<file path="src/rtl/mem_lsu_pkg.sv">
// Shared definitions for the load/store unit: RISC-V opcodes, funct3 codes,
// the zero word and data-bus request levels.
package mem_lsu_pkg;

    localparam logic [6:0] OPC_LOAD  = 7'b0000011;
    localparam logic [6:0] OPC_STORE = 7'b0100011;
    localparam logic [6:0] OPC_R     = 7'b0110011;

    localparam logic [2:0] F3_LB  = 3'b000;
    localparam logic [2:0] F3_LH  = 3'b001;
    localparam logic [2:0] F3_LW  = 3'b010;
    localparam logic [2:0] F3_LBU = 3'b100;
    localparam logic [2:0] F3_LHU = 3'b101;
    localparam logic [2:0] F3_SB  = 3'b000;
    localparam logic [2:0] F3_SH  = 3'b001;
    localparam logic [2:0] F3_SW  = 3'b010;

    localparam logic [31:0] ZERO_WORD = 32'h0000_0000;

    localparam logic BUS_REQ  = 1'b1;
    localparam logic BUS_IDLE = 1'b0;

endpackage

</file>
<file path="src/rtl/mem_lsu_align.sv">
// mem_align: combinational lane selection, byte enables, store replication and
// load extension. MEM_MISALIGN_CHK_EN turns misaligned half/word accesses into errors.
module mem_align
    import mem_lsu_pkg::*;
#(
    parameter  int DW = 32,
    localparam int BW = DW / 8,
    localparam int OW = $clog2(BW)
) (
    input  logic [2:0]    funct3,
    input  logic          is_store,
    input  logic [OW-1:0] offset,
    input  logic [31:0]   store_data,
    input  logic [DW-1:0] rdata,
    output logic [BW-1:0] be,
    output logic [DW-1:0] wdata,
    output logic [31:0]   load_data,
    output logic          bad_funct3,
    output logic          misaligned
);

    localparam logic [OW-1:0] HALF_MASK = ~OW'(1);
    localparam logic [OW-1:0] WORD_MASK = ~OW'(3);

    logic [OW-1:0] lane;
    logic [31:0]   lane_word;

    // Half and word accesses snap down to their natural boundary.
    always_comb begin
        case (funct3[1:0])
            2'b00:   lane = offset;
            2'b01:   lane = offset & HALF_MASK;
            default: lane = offset & WORD_MASK;
        endcase
    end

    assign lane_word = 32'(rdata >> {lane, 3'b000});

    always_comb begin
        be        = '0;
        wdata     = '0;
        load_data = ZERO_WORD;
        case (funct3[1:0])
            2'b00: begin
                be    = BW'(1) << lane;
                wdata = {BW{store_data[7:0]}};
            end
            2'b01: begin
                be    = BW'(3) << lane;
                wdata = {(BW / 2){store_data[15:0]}};
            end
            default: begin
                be    = BW'(15) << lane;
                wdata = {(BW / 4){store_data}};
            end
        endcase
        case (funct3)
            F3_LB:   load_data = {{24{lane_word[7]}}, lane_word[7:0]};
            F3_LH:   load_data = {{16{lane_word[15]}}, lane_word[15:0]};
            F3_LW:   load_data = lane_word;
            F3_LBU:  load_data = {24'h0, lane_word[7:0]};
            F3_LHU:  load_data = {16'h0, lane_word[15:0]};
            default: load_data = ZERO_WORD;
        endcase
    end

    always_comb begin
        if (is_store) begin
            bad_funct3 = !(funct3 == F3_SB || funct3 == F3_SH || funct3 == F3_SW);
        end else begin
            bad_funct3 = !(funct3 == F3_LB || funct3 == F3_LH || funct3 == F3_LW ||
                           funct3 == F3_LBU || funct3 == F3_LHU);
        end
    end

`ifdef MEM_MISALIGN_CHK_EN
    assign misaligned = !bad_funct3 && (lane != offset);
`else
    assign misaligned = 1'b0;
`endif

endmodule

</file>
<file path="src/rtl/mem_lsu.sv">
// mem_lsu: memory stage; passes ALU results through and runs loads/stores over
// a req/gnt/rvalid data-RAM bus with timeout. Optional MEM_MISALIGN_CHK_EN.
module mem_lsu
    import mem_lsu_pkg::*;
#(
    parameter int DW          = 32,
    parameter int AW          = 32,
    parameter int TIMEOUT_CYC = 16
) (
    input  logic               clk,
    input  logic               rstn,
    input  logic               valid_i,
    input  logic [31:0]        inst_i,
    input  logic [AW-1:0]      instaddr_i,
    input  logic               regs_wen_i,
    input  logic [4:0]         rd_addr_i,
    input  logic [31:0]        rd_data_i,
    input  logic [AW-1:0]      mem_addr_i,
    input  logic [31:0]        store_data_i,
    output logic               stall_o,
    output logic               req_o,
    output logic               we_o,
    output logic [AW-1:0]      addr_o,
    output logic [DW/8-1:0]    be_o,
    output logic [DW-1:0]      wdata_o,
    input  logic               gnt_i,
    input  logic               rvalid_i,
    input  logic [DW-1:0]      rdata_i,
    output logic               valid_o,
    output logic [31:0]        inst_o,
    output logic [AW-1:0]      instaddr_o,
    output logic               regs_wen_o,
    output logic [4:0]         rd_addr_o,
    output logic [31:0]        rd_data_o,
    output logic               err_o
);

    localparam int BW = DW / 8;
    localparam int OW = $clog2(BW);
    localparam int CW = $clog2(TIMEOUT_CYC + 1);

    typedef enum logic [1:0] {S_IDLE, S_REQ, S_WAIT, S_DONE} state_t;

    state_t        state;
    logic [31:0]   inst_q;
    logic [AW-1:0] instaddr_q;
    logic          regs_wen_q;
    logic [4:0]    rd_addr_q;
    logic [31:0]   rd_data_q;
    logic [2:0]    funct3_q;
    logic [OW-1:0] offset_q;
    logic          is_store_q;
    logic          err_q;
    logic [CW-1:0] cnt_q;
    logic          req_q;
    logic          we_q;
    logic [AW-1:0] addr_q;
    logic [BW-1:0] be_q;
    logic [DW-1:0] wdata_q;

    logic          is_load_in;
    logic          is_store_in;
    logic          is_ls_in;
    logic          timeout;
    logic [2:0]    funct3_sel;
    logic [OW-1:0] offset_sel;
    logic          is_store_sel;
    logic [BW-1:0] be_c;
    logic [DW-1:0] wdata_c;
    logic [31:0]   load_c;
    logic          bad_c;
    logic          misal_c;

    assign is_load_in  = inst_i[6:0] == OPC_LOAD;
    assign is_store_in = inst_i[6:0] == OPC_STORE;
    assign is_ls_in    = is_load_in || is_store_in;
    assign timeout     = cnt_q == CW'(TIMEOUT_CYC - 1);

    // The aligner sees the live instruction while deciding to accept, and the
    // captured one afterwards so load extraction is independent of ex_mem.
    assign funct3_sel   = (state == S_IDLE) ? inst_i[14:12]          : funct3_q;
    assign offset_sel   = (state == S_IDLE) ? mem_addr_i[OW-1:0]     : offset_q;
    assign is_store_sel = (state == S_IDLE) ? is_store_in            : is_store_q;

    mem_align #(.DW(DW)) u_align (
        .funct3     (funct3_sel),
        .is_store   (is_store_sel),
        .offset     (offset_sel),
        .store_data (store_data_i),
        .rdata      (rdata_i),
        .be         (be_c),
        .wdata      (wdata_c),
        .load_data  (load_c),
        .bad_funct3 (bad_c),
        .misaligned (misal_c)
    );

    always_ff @(posedge clk or negedge rstn) begin
        if (!rstn) begin
            state      <= S_IDLE;
            inst_q     <= ZERO_WORD;
            instaddr_q <= '0;
            regs_wen_q <= 1'b0;
            rd_addr_q  <= '0;
            rd_data_q  <= ZERO_WORD;
            funct3_q   <= '0;
            offset_q   <= '0;
            is_store_q <= 1'b0;
            err_q      <= 1'b0;
            cnt_q      <= '0;
            req_q      <= BUS_IDLE;
            we_q       <= 1'b0;
            addr_q     <= '0;
            be_q       <= '0;
            wdata_q    <= '0;
        end else begin
            case (state)
                S_IDLE: begin
                    if (valid_i && is_ls_in) begin
                        inst_q     <= inst_i;
                        instaddr_q <= instaddr_i;
                        regs_wen_q <= regs_wen_i;
                        rd_addr_q  <= rd_addr_i;
                        rd_data_q  <= ZERO_WORD;
                        funct3_q   <= inst_i[14:12];
                        offset_q   <= mem_addr_i[OW-1:0];
                        is_store_q <= is_store_in;
                        cnt_q      <= '0;
                        if (bad_c || misal_c) begin
                            err_q <= 1'b1;
                            state <= S_DONE;
                        end else begin
                            err_q   <= 1'b0;
                            req_q   <= BUS_REQ;
                            we_q    <= is_store_in;
                            addr_q  <= {mem_addr_i[AW-1:OW], {OW{1'b0}}};
                            be_q    <= be_c;
                            wdata_q <= wdata_c;
                            state   <= S_REQ;
                        end
                    end
                end
                S_REQ: begin
                    if (timeout) begin
                        req_q <= BUS_IDLE;
                        we_q  <= 1'b0;
                        be_q  <= '0;
                        err_q <= 1'b1;
                        state <= S_DONE;
                    end else begin
                        cnt_q <= cnt_q + CW'(1);
                        if (gnt_i) begin
                            req_q <= BUS_IDLE;
                            we_q  <= 1'b0;
                            be_q  <= '0;
                            state <= S_WAIT;
                        end
                    end
                end
                // A response arriving in the final allowed cycle still completes.
                S_WAIT: begin
                    if (rvalid_i) begin
                        rd_data_q <= is_store_q ? ZERO_WORD : load_c;
                        state     <= S_DONE;
                    end else if (timeout) begin
                        err_q <= 1'b1;
                        state <= S_DONE;
                    end else begin
                        cnt_q <= cnt_q + CW'(1);
                    end
                end
                S_DONE:  state <= S_IDLE;
                default: state <= S_IDLE;
            endcase
        end
    end

    assign req_o   = req_q;
    assign we_o    = we_q;
    assign addr_o  = addr_q;
    assign be_o    = be_q;
    assign wdata_o = wdata_q;

    always_comb begin
        valid_o    = 1'b0;
        stall_o    = 1'b0;
        err_o      = 1'b0;
        inst_o     = inst_q;
        instaddr_o = instaddr_q;
        regs_wen_o = 1'b0;
        rd_addr_o  = rd_addr_q;
        rd_data_o  = ZERO_WORD;
        case (state)
            S_IDLE: begin
                valid_o    = valid_i && !is_ls_in;
                stall_o    = valid_i && is_ls_in;
                inst_o     = inst_i;
                instaddr_o = instaddr_i;
                regs_wen_o = regs_wen_i;
                rd_addr_o  = rd_addr_i;
                rd_data_o  = rd_data_i;
            end
            S_REQ, S_WAIT: stall_o = 1'b1;
            S_DONE: begin
                valid_o    = 1'b1;
                err_o      = err_q;
                regs_wen_o = regs_wen_q && !is_store_q && !err_q;
                rd_data_o  = rd_data_q;
            end
            default: ;
        endcase
        // Handshake outputs must be quiet the instant reset is asserted.
        if (!rstn) begin
            valid_o = 1'b0;
            stall_o = 1'b0;
            err_o   = 1'b0;
        end
    end

endmodule

</file>
<file path="config.mk">
export PLATFORM = sky130hd
export DESIGN_NAME = mem_lsu
export DESIGN_NICKNAME = d
export VERILOG_FILES = /design/src/rtl/mem_lsu_pkg.sv /design/src/rtl/mem_lsu_align.sv /design/src/rtl/mem_lsu.sv
export SDC_FILE = /design/constraint.sdc
export NUM_CORES = 1
export LEC_CHECK = 0
export ABC_CLOCK_PERIOD_IN_PS = 2400
export CAP_MARGIN = 25
export CELL_PAD_IN_SITES_DETAIL_PLACEMENT = 1
export CELL_PAD_IN_SITES_GLOBAL_PLACEMENT = 1
export CORE_MARGIN = 2
export CORE_UTILIZATION = 31
export CTS_BUF_LIST = sky130_fd_sc_hd__clkbuf_8
export DETAILED_ROUTE_END_ITERATION = 6
export HOLD_SLACK_MARGIN = 0.06
export PLACE_DENSITY_LB_ADDON = 0.1
export SYNTH_ARGS = -nofsm -noshare
export SYNTH_HDL_FRONTEND = slang
export SYNTH_SLANG_ARGS = --single-unit
</file>
<file path="constraint.sdc">
create_clock -name clk -period 2.4 [get_ports clk]
set_clock_uncertainty 0.1 [all_clocks]
set_input_delay 0.36 -clock clk [delete_from_list [all_inputs] [get_ports clk]]
set_output_delay 0.36 -clock clk [all_outputs]
set_load 0.05 [all_outputs]
</file>
==> results of run 1 <==
==> where the power goes <==
group	internal, mW	leakage (nW)	switching (mW)	total, mW
sequential	3.64	2.47	0.447	4.09
clock	0.776	0.184	1.30	2.08
combinational	5.54	4.84	6.77	12.3
total	9.95	7.50	8.51	18.5
==> stage by stage <==
step	instance area (µm²)	util	setup TNS (ns)	total power [mW]	hold WS, ns
2_1_floorplan	9820	-	-0.0982	11.0	-0.0356
3_3_place_gp	14700	0.483	-14.93	14.4	0.150
3_5_place_dp	14700	0.483	-17.54	14.5	0.152
4_1_cts	16100	0.528	-24.59	17.9	0.164
5_1_grt	16800	0.552	-41.93	19.4	0.187
6_report	16800	0.552	-19.53	18.5	0.194
==> worst reg2reg max path, cell delays in order, from the launching register on <==
cell and delay (ns):
sky130_fd_sc_hd__dfrtp_1 0.40, sky130_fd_sc_hd__inv_2 0.07, sky130_fd_sc_hd__ha_4 0.20, sky130_fd_sc_hd__buf_6 0.14, sky130_fd_sc_hd__buf_12 0.15, sky130_fd_sc_hd__nand2_4 0.06
sky130_fd_sc_hd__and4bb_2 0.26, sky130_fd_sc_hd__nor4b_4 0.28, sky130_fd_sc_hd__buf_6 0.16, sky130_fd_sc_hd__buf_12 0.14, sky130_fd_sc_hd__buf_12 0.11, sky130_fd_sc_hd__clkbuf_16 0.14
sky130_fd_sc_hd__mux2_4 0.29
==> registers in the layout, summed over array words and instances (netlist names) <==
| register | count |
|---|---|
| inst_q | 32 |
| instaddr_q | 32 |
| rd_data_q | 32 |
| wdata_o | 32 |
| addr_o | 30 |
| cnt_q | 5 |
| rd_addr_q | 5 |
| be_o | 4 |
| offset_q | 2 |
| state | 2 |
| err_q | 1 |
| is_store_q | 1 |
| regs_wen_q | 1 |
| req_o | 1 |
| we_o | 1 |
==> per-layer routing <==
layer | wire [µm] | up-vias | global-route usage
met2 | 17700 | 226 | 0.364
met1 | 14100 | 4185 | 0.253
met5 | 0 | - | 0
li1 | - | 3839 | -
met3 | 2470 | 26 | 0.0745
met4 | 474 | 0 | 0.0544
==> kinds of logic after synthesis <==
| group | share of synthesized area |
|---|---|
| adder cells (fa/ha/maj) | 0.00918 |
| AO/OA/AOI/OAI | 0.101 |
| flip-flops | 0.475 |
| multiplexers | 0.271 |
| other | 0.000393 |
| buffers and inverters | 0.0420 |
| AND/OR/NAND/NOR | 0.102 |
==> Yosys cell counts (all sizes together) (5+ instances only) <==
cell type / instances
a21oi: 15
a22o: 11
a22oi: 55
a31oi: 11
and2: 6
buf: 31
clkbuf: 28
dfrtp: 181
ha: 7
inv: 15
mux2: 195
mux2i: 21
mux4: 7
nand2: 49
nand2b: 8
nand3: 18
nand3b: 5
nor2: 60
nor3b: 5
o211ai: 8
o21ai: 17
==> timing repair <==
| item | in CTS | in global routing |
|---|---|---|
| hold buffers | 1 | 0 |
| pin swaps | 16 | 29 |
| gates cloned | 8 | 7 |
| endpoints found under the setup margin | 111 | 210 |
| endpoints found under the hold margin | 44 | 0 |
| gates resized for setup | 141 | 138 |
| setup buffers | 29 | 26 |
==> how the worst max path moves through the flow <==
stage	cells past startpoint	slack [ns]	to	from
after global routing	11	-0.29	rd_data_q[8]	state[0]
after global placement	7	-0.21	wdata_o[4]	inst_i[3]
after detailed placement	7	-0.23	wdata_o[29]	inst_i[3]
after floorplan	8	-0.06	valid_o	state[0]
after CTS	5	-0.20	instaddr_o[19]	state[0]
final	12	-0.19	addr_o[31]	state[0]
==> final cells by class <==
| class | instances | area [µm²] | area share |
|---|---|---|---|
| flip-flops and latches | 181 | 4530 | 0.270 |
| inverters | 15 | 62.6 | 0.00373 |
| clock inverters | 14 | 118 | 0.00701 |
| repair buffers | 507 | 5780 | 0.344 |
| multi-input cells | 543 | 5550 | 0.331 |
| clock buffers | 18 | 248 | 0.0148 |
| well taps | 396 | 495 | 0.0295 |
| diodes | 1 | 2.50 | 0.000149 |
==> impl.org, run 1 <==
** Outcome
- The final reports fail on setup timing.
- Result of the run :: finished, violations left

** Final layout
- Leading cell types in the layout, fill and taps excluded :: 269 x sky130_fd_sc_hd__clkdlybuf4s50_1, 181 x sky130_fd_sc_hd__dfrtp_1, 139 x sky130_fd_sc_hd__mux2_2
- The count of cells in the finished layout, fillers not included, comes to 1,675.
- After the last flow step, the layout net total stands at 1,475.
- Count of filler cells inserted in the layout :: 3,065
- Leading cell type in the layout, fill and taps excluded :: sky130_fd_sc_hd__clkdlybuf4s50_1
- In the final layout, the share of cells above drive strength 1 is 0.480.
- Synthesis-to-finish area growth :: 76.0%

** Logic synthesis
- The share of the Yosys chip area taken by registers is 0.475.
- In this run the cell area of the synthesized design comes to 0.00954 mm².
- Cell type with the highest aggregate area in the netlist :: sky130_fd_sc_hd__dfrtp_1
- Number of warning messages in the yosys log :: 0
- Flip-flop and latch count after synthesis :: 181
- Post-synth top area share :: 0.475
- Yosys mapped a number of flops with a built-in enable equal to 0.
- For this run, the leading register cell type out of synthesis is sky130_fd_sc_hd__dfrtp_1.
- After synthesis, the netlist uses 58 different library cells.
- Counting flops with an async set or reset pin after synthesis yields a share of 1.00.
- Synthesis produced 796 cells.
- Synthesized area per cell :: 12.0 µm²
- Yosys attributes the largest share of cell area to sky130_fd_sc_hd__dfrtp_1 48%, sky130_fd_sc_hd__mux2_2 23%, sky130_fd_sc_hd__a22oi_1 4.3%, sky130_fd_sc_hd__nor2_1 2.3%, sky130_fd_sc_hd__mux2i_1 2.1%.

** Critical path
- Slowest CP cell :: sky130_fd_sc_hd__dfrtp_1
- Type of element capturing the critical path :: flip-flop
- Worst reg2reg setup slack :: -0.19 ns
- Largest fanout of any net on the critical path :: 6
- The worst register-to-register path ends at addr_o[31].
- The worst register-to-register path has a depth of 12.
- The largest single stage delay on the critical path is 0.40 ns.
- At the worst endpoint, the required time is 2.71 ns.
- STA classifies the critical path startpoint as a flip-flop.
- Worst r2r src :: state[0]
- Arr. time, crit path :: 2.89 ns
- Combined buffer and inverter count along the critical path :: 7
- Grouping stages by cell kind, the critical path spends the most delay in buffers and inverters.
- The worst setup path is of the reg2reg kind.
- CP dominant cell by count :: sky130_fd_sc_hd__buf_12
- Traced cell by cell, the critical path runs through inv_2 > ha_4 > buf_6 > buf_12 > nand2_4 > and4bb_2 > nor4b_4 > buf_6 > buf_12 > buf_12 > clkbuf_16 > mux2_4.

** Clock tree
- After clock tree synthesis, the clock-pin slew on the worst setup and hold paths is 0.11 ns.
- Clock Sink Count :: 181
- Number of buffers created by CTS :: 17
- The tree is rooted in a sky130_fd_sc_hd__clkbuf_8.
- Clock tree buffer depth :: 2
- Clock latency of the later-clocked register in the worst-skew pair :: 0.51 ns
- TritonCTS built the clock tree.
- Number of H-tree levels :: 4

** STA
- Subtracting the final worst setup slack from the clock period gives 2.59 ns.
- Final Max Slew Viols :: 0
- Maximum achievable frequency :: 0.387 GHz
- Across all setup checks in the final design, the least slack found is -0.186 ns.
- Unrepaired setup endpoints after global routing :: yes
- Setup violations remaining at the end of the flow were counted as 192.
- Normalized max-slew margin :: 0.463
- Of the available clock period, the critical path in the final layout requires 1.08.
- Worst-Margin Slew :: 0.806 ns
- The count of final hold-check violations came to 0.

** Min path
- Min-delay worst type :: in2async

** Floorplanning
- The floorplan step set the die height to 179 µm.
- The initialized floorplan defines 64 standard-cell rows.
- The floorplan step defined a die boundary enclosing 0.0322 mm².
- The initial utilization of the core area, before any placement, comes to 0.313.
- Core footprint :: 0.0304 mm²
- Number of top-level pins :: 378
- The die is 179 µm wide.

** Pwr
- VDD sags by at most 0.679 mV.
- Power per cell area :: 1100 mW/mm²
- Leakage power summed over all cells :: 7.50 nW

** Route
- Detailed Route WL :: 34,700 µm
- Pre-Repair DR Iteration Count :: 4
- Average via count per standard cell :: 4.94
- Initial drt markers :: 329
- The routed layout has 8,276 vias.
- Average wire per cell in the routed design :: 20.7 µm
- After detailed routing, the number of remaining DRC violations is 0.
- Residual antenna-violating net count after detailed routing :: 0

** Place
- Half-perimeter wire length of the detailed placement result :: 23,700 µm
- In this run the tool buffered the top-level ports with 375 buffer cells.
- In this run, placement finished with an instance count of 1,584.
- OpenSTA, run right after detailed placement, puts the worst setup slack at -0.234 ns.
- The congestion estimate from routability-driven global placement came to 0.746.

** Global route
- Remaining Overflow, GRT :: 0
- The via count of the first global-routing pass is 8,909.
- Number of antenna violations at the first check in global routing :: 1
- Largest net degree at the start of global routing :: 138
- Global-route wire length before repair :: 51,500 µm
- In the global route stage, overall resource usage came out at 0.212.

** Flow run
- Reported max-cap violation count :: 0
Note: power is estimated with default switching activity, not from simulation.
==> run 2, diff against run 1 <==
CTS_CLUSTER_DIAMETER = 120   (was not set)
GPL_TIMING_DRIVEN = 0   (was not set)
==> impl.org, run 2 (same netlist as run 1, synthesis figures left out) <==
** STA
- After layout, the worst setup slack is -0.378 ns.
- The count of final hold-check violations came to 75.
- For the pin with the worst max-slew slack, the measured transition is 0.700 ns.
- Final Max Slew Viols :: 0
- Unrepaired setup endpoints after global routing :: yes
- Setup violations remaining at the end of the flow were counted as 203.
- Normalized max-slew margin :: 0.534
- Period utilization :: 1.16
- Maximum achievable frequency :: 0.360 GHz
- Final critical-path required period :: 2.78 ns
- Hold timing on the final database bottoms out at a slack of -0.261 ns.

** Final layout
- The area growth from synthesis to layout is 83.1%.
- Fill cells in the final layout number 3,065.
- Leading cell type in the layout, fill and taps excluded :: sky130_fd_sc_hd__clkdlybuf4s50_1
- The finished layout holds 1,702 standard cells, fillers aside.
- The net count of the finished layout is 1,502.
- Leading cell types in the layout, fill and taps excluded :: 269 x sky130_fd_sc_hd__clkdlybuf4s50_1, 180 x sky130_fd_sc_hd__dfrtp_1, 104 x sky130_fd_sc_hd__mux2_4
- In the final layout, the share of cells above drive strength 1 is 0.497.

** Route
- Average wire per cell in the routed design :: 22.5 µm
- Average via count per standard cell :: 5.03
- Residual antenna-violating net count after detailed routing :: 0
- The first routing iteration left 410 violations.
- Number of remaining DRC errors :: 0
- Detailed-route via count :: 8,561
- Detailed Route WL :: 38,300 µm
- Pre-Repair DR Iteration Count :: 5

** Critical path
- Worst r2r src :: state[1]
- Launch point of the worst path :: state[1]
- Across all register-to-register paths, the minimum setup slack is -0.35 ns.
- Type of element capturing the critical path :: primary output
- At the worst endpoint, the arrival time is 2.32 ns.
- Cell-by-cell trace of the critical path :: inv_2 > ha_4 > buf_12 > buf_12 > clkbuf_16 > buf_6 > clkbuf_16 > mux2_4 > buf_8
- On the worst path, the slowest cell contributes a delay of 0.40 ns.
- In this run the critical register-to-register path is captured at addr_o[24].
- Type of the worst setup path :: reg2out
- Among all stages on the critical path, the largest delay is contributed by sky130_fd_sc_hd__dfrtp_1.
- WP data required :: 1.94 ns
- Largest fanout of any net on the critical path :: 6
- Kind of launch point of the worst setup path :: flip-flop
- Critical Path Sink :: inst_o[22]
- Worst path top cell family by delay :: buffers and inverters
- Cells on worst reg2reg path :: 13
- Combined buffer and inverter count along the critical path :: 7
- Cell count along the critical path :: 9

** Floorplanning
- In this run the horizontal extent of the chip is 179 µm.
- Core footprint :: 0.0304 mm²
- Site Rows :: 64
- Number of top-level pins :: 378
- Height of the die :: 179 µm
- The initial utilization of the core area, before any placement, comes to 0.313.
- Die footprint :: 0.0322 mm²

** Global route
- Largest net degree at the start of global routing :: 107
- The initial antenna violation count is 0.
- The via count of the first global-routing pass came to 9,260.
- Remaining Overflow, GRT :: 0
- Total track usage :: 0.231
- Global-route wire length before repair :: 55,400 µm

** Pwr
- Dividing total power by cell area gives a power density of 1130 mW/mm².
- IR analysis of the VDD net gives a maximum drop of 0.427 mV.
- Summed over all cells, the static leakage comes to 7.88 nW.

** Clock tree
- The clock passes through at most 2 buffers.
- The clock reaches the later pin of the worst-skew pair after 0.48 ns.
- Clock-pin slew was measured on the worst setup and hold paths at 0.11 ns.
- Number of buffers created by CTS :: 17
- CTS saw 181 sinks.
- The H-tree was split into 4 levels.
- TritonCTS clock tree :: yes
- Clock tree synthesis selected as its root buffer the cell sky130_fd_sc_hd__clkbuf_8.

** Place
- Placed insts :: 1,570
- Detailed placement ended at an HPWL of 25,000 µm.
- Quantity of I/O buffers inserted on ports :: 375
- At the end of routability-driven placement, the weighted congestion stood at 0.760.

** Min path
- Min-delay worst type :: in2async

** Outcome
- The final reports fail on hold timing, setup timing.
- The run finished, with violations left.

** Flow run
- Across the run, the number of max-cap violations was 0.
run 2: cell count changes in the layout (fill, tap and decap cells not counted), moves of 10 or more:
cell and delta:
sky130_fd_sc_hd__buf_6 +16, sky130_fd_sc_hd__buf_12 -38, sky130_fd_sc_hd__buf_4 -39, sky130_fd_sc_hd__nand3_2 +10
sky130_fd_sc_hd__nand3_1 -10, sky130_fd_sc_hd__mux2_4 +48, sky130_fd_sc_hd__buf_8 +55, sky130_fd_sc_hd__clkbuf_4 +13
sky130_fd_sc_hd__mux2_2 -48
run 2: worst reg2reg max path: cells and delay by family, from the launching register on:
kind          cells  cell delay, ns
simple gates      3            0.66
mux               1            0.30
fa+ha+maj         1            0.18
flops             1            0.40
buf+inv           8            1.01
run 2: through the flow:
stage | utilization | power, mW | cell area [µm²] | setup slack (ns) | TNS (ns)
floorplan | - | 11.0 | 9820 | -0.0633 | -0.0982
global placement | 0.462 | 13.7 | 14100 | -7.63 | -1570.36
detailed placement | 0.464 | 13.7 | 14100 | -1.32 | -174.60
CTS | 0.555 | 18.9 | 16900 | -0.368 | -41.47
global route | 0.574 | 20.6 | 17500 | -0.436 | -66.72
finish | 0.574 | 19.7 | 17500 | -0.378 | -52.94
run 2: metal layers:
layer,share of wire,global-route usage,wire length [µm]
met3,0.073,0.0669,2790
met1,0.40,0.282,15400
met2,0.51,0.398,19400
met5,0,0,0
met4,0.019,0.0608,714
run 2: layout make-up:
type | count | area, µm² | share of cell area
Multi-Input combinational cell | 542 | 5800 | 0.332
Timing Repair Buffer | 488 | 5540 | 0.317
Sequential cell | 181 | 4530 | 0.260
Buffer | 47 | 636 | 0.0364
Tap cell | 396 | 495 | 0.0284
Clock buffer | 18 | 248 | 0.0142
Clock inverter | 13 | 146 | 0.00839
Inverter | 15 | 61.3 | 0.00351
Antenna cell | 2 | 5.00 | 0.000287
run 2: timing repair:
item                                   4_1_cts  5_1_grt
setup endpoints to repair                  260      203
buffers inserted                            64       32
resized for setup                         1044      142
pin swaps                                   45       47
cloned                                      23        2
endpoints found under the hold margin       75       75
run 2: report_power, final:
group	leakage, nW	internal (mW)	total (mW)	switching, mW
Sequential	2.47	3.64	4.08	0.436
Combinational	5.21	6.20	13.4	7.22
Clock	0.202	0.965	2.22	1.26
Total	7.88	10.8	19.7	8.92
run 2: worst min-delay path by stage:
stage / endpoint / slack, ns / cells past startpoint
finish: instaddr_q[2] / -0.26 / 1
global route: instaddr_q[2] / -0.24 / 1
CTS: instaddr_q[2] / -0.25 / 1
detailed placement: instaddr_q[2] / 0.30 / 1
global placement: inst_q[1] / 0.35 / 1
floorplan: addr_o[10] / -0.04 / 0
==> run 3, diff against run 2 <==
HOLD_SLACK_MARGIN = 0.12   (was 0.06)
==> results of run 3 <==
Same layout as run 2: the final DEF is identical, and so are final timing and power.
